===== config.mk =====
export PLATFORM = sky130hd
export DESIGN_NAME = spi_fsm_controller
export DESIGN_NICKNAME = d
export VERILOG_FILES = /design/src/rtl/spi_fsm_controller.sv
export SDC_FILE = /design/constraint.sdc
export NUM_CORES = 1
export LEC_CHECK = 0
export ABC_AREA = 1
export CAP_MARGIN = 0
export CORE_UTILIZATION = 43
export CTS_BUF_LIST = sky130_fd_sc_hd__clkbuf_16
export CTS_CLUSTER_SIZE = 10
export DETAILED_ROUTE_END_ITERATION = 12
export PLACE_DENSITY_LB_ADDON = 0.15
export SYNTH_ARGS = -nofsm -noshare
export SYNTH_HDL_FRONTEND = slang
export SYNTH_SLANG_ARGS = --single-unit

===== constraint.sdc =====
create_clock -name clk -period 1.4 [get_ports clk]
set_input_delay 0.28 -clock clk [delete_from_list [all_inputs] [get_ports clk]]
set_output_delay 0.28 -clock clk [all_outputs]
set_load 0.1 [all_outputs]

===== src/rtl/spi_fsm_controller.sv =====
// -----------------------------------------------------------------------------
// spi_fsm_controller
// Transaction sequencer for the SPI memory datapath. It watches the conditioned
// chip select and SCLK rising-edge pulses, counts address/R/W/data bits, and
// emits one-cycle strobes for the address latch, the shift-register parallel
// load and the data memory, plus the MISO tri-state enable.
//
// Frame: cs low, ADDR_BITS address bits, 1 R/W bit (1 = read), then DATA_BITS
// data bits, MSB first.
//
// Optional feature: define SPI_TIMEOUT_EN to abort a frame that stalls for
// TIMEOUT_CYCLES clk cycles in a bit-counting state.
//
// Ports:
//   clk           system clock, all state on posedge
//   reset         asynchronous, active-high; forces IDLE
//   cs            conditioned chip select, active low
//   sclk_posedge  one-clk pulse per conditioned SCLK rising edge
//   sr_lsb        shift-register bit 0 (R/W bit after the address phase)
//   addr_we       address-latch write enable (1 cycle)
//   sr_we         shift-register parallel-load enable (1 cycle)
//   dm_we         data-memory write enable (1 cycle)
//   miso_bufe     MISO tri-state buffer enable
//   busy          high in every state except IDLE
//   state         current state encoding (debug)
//   timeout       one-clk abort pulse (constant 0 without SPI_TIMEOUT_EN)
// -----------------------------------------------------------------------------
module spi_fsm_controller #(
    parameter int unsigned ADDR_BITS      = 7,
    parameter int unsigned DATA_BITS      = 8,
    parameter int unsigned TIMEOUT_CYCLES = 1024
) (
    input  logic       clk,
    input  logic       reset,
    input  logic       cs,
    input  logic       sclk_posedge,
    input  logic       sr_lsb,
    output logic       addr_we,
    output logic       sr_we,
    output logic       dm_we,
    output logic       miso_bufe,
    output logic       busy,
    output logic [2:0] state,
    output logic       timeout
);

    localparam int unsigned ADDR_CNT = ADDR_BITS + 1;
    localparam int unsigned CNT_MAX  = (ADDR_CNT > DATA_BITS) ? ADDR_CNT : DATA_BITS;
    localparam int unsigned CNT_W    = $clog2(CNT_MAX + 1);

    typedef enum logic [2:0] {
        S_IDLE        = 3'd0,
        S_GET         = 3'd1,
        S_GOT         = 3'd2,
        S_READ_LOAD   = 3'd3,
        S_READ_SEND   = 3'd4,
        S_WRITE_RECV  = 3'd5,
        S_WRITE_STORE = 3'd6,
        S_DONE        = 3'd7
    } state_t;

    state_t           state_q;
    state_t           state_d;
    logic [CNT_W-1:0] cnt_q;
    logic [CNT_W-1:0] cnt_d;
    logic [CNT_W-1:0] cnt_inc_c;
    logic             armed_q;
    logic             timeout_c;
    logic             idle_expired_c;

    assign cnt_inc_c = cnt_q + CNT_W'(1);
    assign state     = state_q;

`ifdef SPI_TIMEOUT_EN
    localparam int unsigned IDLE_W = $clog2(TIMEOUT_CYCLES + 1);

    logic [IDLE_W-1:0] idle_cnt_q;

    // Counts clk cycles without SCLK activity in the current state; saturates.
    always_ff @(posedge clk or posedge reset) begin
        if (reset) begin
            idle_cnt_q <= '0;
        end else if (sclk_posedge || (state_d != state_q)) begin
            idle_cnt_q <= '0;
        end else if (idle_cnt_q != IDLE_W'(TIMEOUT_CYCLES - 1)) begin
            idle_cnt_q <= idle_cnt_q + IDLE_W'(1);
        end
    end

    // True on the edge that completes TIMEOUT_CYCLES idle cycles.
    assign idle_expired_c = !sclk_posedge && (idle_cnt_q == IDLE_W'(TIMEOUT_CYCLES - 1));
`else
    // Timeout disabled: parameter kept for interface compatibility only.
    logic unused_timeout_cfg;
    assign unused_timeout_cfg = ^32'(TIMEOUT_CYCLES);
    assign idle_expired_c     = 1'b0;
`endif

    // A new frame needs cs seen high after reset, so a reset mid-frame
    // with cs still low does not restart on a partial frame.
    always_ff @(posedge clk or posedge reset) begin
        if (reset) begin
            armed_q <= 1'b0;
        end else if (cs) begin
            armed_q <= 1'b1;
        end
    end

    // State and bit-counter registers.
    always_ff @(posedge clk or posedge reset) begin
        if (reset) begin
            state_q <= S_IDLE;
            cnt_q   <= '0;
        end else begin
            state_q <= state_d;
            cnt_q   <= cnt_d;
        end
    end

    // Next-state logic; cs high always wins over a simultaneous SCLK pulse.
    always_comb begin
        state_d   = state_q;
        cnt_d     = cnt_q;
        timeout_c = 1'b0;
        case (state_q)
            S_IDLE: begin
                if (!cs && armed_q) begin
                    state_d = S_GET;
                    cnt_d   = '0;
                end
            end
            S_GET: begin
                if (cs) begin
                    state_d = S_IDLE;
                end else if (sclk_posedge) begin
                    cnt_d = cnt_inc_c;
                    if (cnt_inc_c == CNT_W'(ADDR_CNT)) begin
                        state_d = S_GOT;
                    end
                end else if (idle_expired_c) begin
                    state_d   = S_DONE;
                    timeout_c = 1'b1;
                end
            end
            S_GOT: begin
                cnt_d = '0;
                if (cs) begin
                    state_d = S_IDLE;
                end else begin
                    state_d = sr_lsb ? S_READ_LOAD : S_WRITE_RECV;
                end
            end
            S_READ_LOAD: begin
                state_d = cs ? S_IDLE : S_READ_SEND;
            end
            S_READ_SEND: begin
                if (cs) begin
                    state_d = S_IDLE;
                end else if (sclk_posedge) begin
                    cnt_d = cnt_inc_c;
                    if (cnt_inc_c == CNT_W'(DATA_BITS)) begin
                        state_d = S_DONE;
                    end
                end else if (idle_expired_c) begin
                    state_d   = S_DONE;
                    timeout_c = 1'b1;
                end
            end
            S_WRITE_RECV: begin
                if (cs) begin
                    state_d = S_IDLE;
                end else if (sclk_posedge) begin
                    cnt_d = cnt_inc_c;
                    if (cnt_inc_c == CNT_W'(DATA_BITS)) begin
                        state_d = S_WRITE_STORE;
                    end
                end else if (idle_expired_c) begin
                    state_d   = S_DONE;
                    timeout_c = 1'b1;
                end
            end
            S_WRITE_STORE: begin
                state_d = cs ? S_IDLE : S_DONE;
            end
            S_DONE: begin
                if (cs) begin
                    state_d = S_IDLE;
                end
            end
            default: begin
                state_d = S_IDLE;
            end
        endcase
    end

    // Outputs registered from the next-state decode so they line up with
    // the state register while staying glitch-free.
    always_ff @(posedge clk or posedge reset) begin
        if (reset) begin
            addr_we   <= 1'b0;
            sr_we     <= 1'b0;
            dm_we     <= 1'b0;
            miso_bufe <= 1'b0;
            busy      <= 1'b0;
            timeout   <= 1'b0;
        end else begin
            addr_we   <= (state_d == S_GOT);
            sr_we     <= (state_d == S_READ_LOAD);
            dm_we     <= (state_d == S_WRITE_STORE);
            miso_bufe <= (state_d == S_READ_SEND);
            busy      <= (state_d != S_IDLE);
            timeout   <= timeout_c;
        end
    end

endmodule


==> run metrics <==
core area=approximately 1400 um^2; most used cell, CP=nand2_2; Mapped Nets=85; syn_area_per_cell=8.57 um^2; clock sink total=13; DRC viols=0; largest net degree at the start of global routing=14; Yosys reg bits=13; worst-path maximum fanout=6; Min Clock Period, post-route=around 1.4 ns; Synth area leader=dfrtp_1; Initial DRC Count=28; number of synthesized flops with an enable pin=0; Initial Utilization=0.490; power per cell area=1610 nW/um^2; vias in the first global route=655; DP Worst Slack=-0.168 ns; remaining antenna violation count after routing=0; CP Class=in2reg; clk_skew=around 0.0014 ns; FF-to-FF path depth=9; GR Util All Layers=0.214; sequential element share of the synthesized area=0.481; port bufs=12; drt total wl=1.71 mm; CP Data Required Time=1.53 ns; cts hold-fix bufs=0; Max-Cap Viols=0; initial antenna violation count=0; mapped cell area=a little under 700 um^2; XOR/XNOR share of the synthesized area=0; Pwr Total=1830 uW; routed via count=between 600 and 700; Wirelength per Cell=14.1 um; grt met1 use=0.256; Compound-Gate Fraction of Synth Area=0.0961; GR Util met3=0.0391; static leakage=0.000562 uW; most used flip-flop cell after synthesis=dfrtp_1; first-pass GRT wire length=between 2 and 3 mm; ant diodes=0; worst hold path class=in2async; outcome=finished clean; crit path DAT=1.48 ns; simple-gate share of the synthesized area=0.290; reg2reg start=cnt_q[1]; Setup WS post-layout=0.0455 ns; Fin. Hold Viols=0; later-pin clock latency in the skew report=0.24 ns; mux cell area share after synthesis=0.0148; vias per cell=5.45; CP Capture Type=flip-flop; crit start category=input pin; Die Ht=41.7 um; cts bufs inserted=3; Overflow after GRT=0; cell row count=13; dpl hpwl=1.16 mm; Slowest cell on crit path=clkdlybuf4s50_1; post-synth cell types=24; GR Util met2=0.369; final setup fails=0; Root Buffer=clkbuf_16; cell count after synthesis=79; FF-to-FF setup slack=0.06 ns; asr flop ratio synth=1.00; clock-pin slew on the worst setup and hold paths=0.04 ns; Synth Warn #=0; H-tree depth=1; CTS tree=done; f_max=738 MHz; DIE AREA=1740 um^2; clock buffer depth=2; Pre-Repair DR Iteration Count=4; top cells by area, synth=dfrtp_1, nand2_1, inv_1; Slew Viols, Final=0; largest family of logic cells by synthesized area=simple AND/OR/NAND/NOR gates; final net count=~110; hold_ws=0.338 ns; most instantiated cells after synthesis=nand2_1, dfrtp_1, inv_1, nand3_1, o21ai_1; Max IR drop VDD=1030 uV; Die Wd=between 40 and 50 um; busiest grt layer=met2; final RePlAce weighted congestion=0.844; r2r endpoint=miso_bufe; post-synth top area share=0.481; fin crit share=0.968; synth-to-layout area growth=68.0%; count leader, synth=nand2_1; I/O pin cnt=14; adder-cell area share of the yosys netlist=0.0185; worst path cell trace=clkdlybuf4s50_1 -> inv_2 -> nand2_2 -> nor2_1 -> nand3_1 -> nand3_2 -> nand2_2 -> nand2_2 -> nor2_2; CP peak stage delay=0.43 ns; share of layout cells above drive strength 1=0.472
area by class of cell:
| class | count | area, um^2 |
|---|---|---|
| clock buffers | 3 | 75.1 |
| clock inverters | 1 | 3.75 |
| inverters | 15 | 56.3 |
| flip-flops and latches | 13 | 337 |
| fillers | 67 | 245 |
| repair buffers | 24 | 290 |
| well taps | 15 | 18.8 |
| multi-input cells | 50 | 357 |
kinds of logic after synthesis:
kind of cell,count (synthesis)
simple gates,37
buf+inv,16
flops,13
compound gates,10
mux,1
fa+ha+maj,1
other cells,1
cell usage in the layout (no fill, tap or decap):
cell type / count
nor4_2: 1
nor2_4: 2
a22oi_1: 1
nand2_1: 11
o21ai_1: 3
nand3_2: 1
o21ai_0: 1
nor2_1: 2
dfrtp_4: 3
dfrtp_1: 10
nor3_2: 1
a31oi_1: 1
nor2_2: 1
clkdlybuf4s50_1: 4
buf_12: 8
a21oi_4: 1
buf_4: 12
ha_2: 1
inv_1: 13
nand2_4: 1
nand2_2: 6
clkbuf_16: 3
inv_2: 3
conb_1: 1
nand4_1: 2
nand3_1: 6
o21ai_2: 2
nand3_4: 1
nor3b_2: 1
mux2i_1: 1
o211ai_2: 1
nor3_4: 1
per-layer routing:
layer / vias up / share of wire
li1: 311 / -
met5: - / 0
met4: 0 / 0.020
met3: 6 / 0.046
met2: 29 / 0.50
met1: 313 / 0.43
what timing repair did:
action | 4_1_cts | 5_1_grt
pin swaps | 1 | 5
resized for setup | 1 | 15
setup endpoints to repair | 2 | 7
setup buffers | 0 | 2
gates cloned | 0 | 0
power by group:
part | internal (uW) | total, uW | switching, uW
Sequential | 444 | 518 | 74.3
Clock | 375 | 519 | 143
Combinational | 286 | 789 | 503
Total | 1100 | 1830 | 721
registers in the layout, summed over array words and instances, names as in the netlist:
register,count
miso_bufe,1
busy,1
state,3
cnt_q,4
sr_we,1
dm_we,1
armed_q,1
addr_we,1
metrics by stage:
| stage | util | instance area, um^2 | TNS (ns) | std cells |
|---|---|---|---|---|
| 6_report | 0.823 | 1140 | 0 | 121 |
| 5_1_grt | 0.823 | 1140 | -0.0510 | 121 |
| 4_1_cts | 0.764 | 1060 | 0 | 119 |
| 3_5_place_dp | 0.705 | 975 | -0.959 | 115 |
| 3_3_place_gp | 0.705 | 975 | -0.515 | 115 |
| 2_1_floorplan | - | 688 | 0 | 79 |
worst max path at each step:
stage | start | endpoint | slack [ns] | cells past startpoint
2_1_floorplan | state[1] | miso_bufe | 0.007 | 8
3_3_place_gp | cs | cnt_q[2] | -0.12 | 7
3_5_place_dp | cs | cnt_q[2] | -0.17 | 7
4_1_cts | cnt_q[0] | busy | 0.004 | 7
5_1_grt | cnt_q[0] | dm_we | -0.03 | 7
6_report | cs | miso_bufe | 0.05 | 9
worst max-delay path, delay by kind of cell:
kind	cells	cell delay, ns
simple gates	7	0.64
buf+inv	2	0.57
Power figures use the tool's default switching activity.
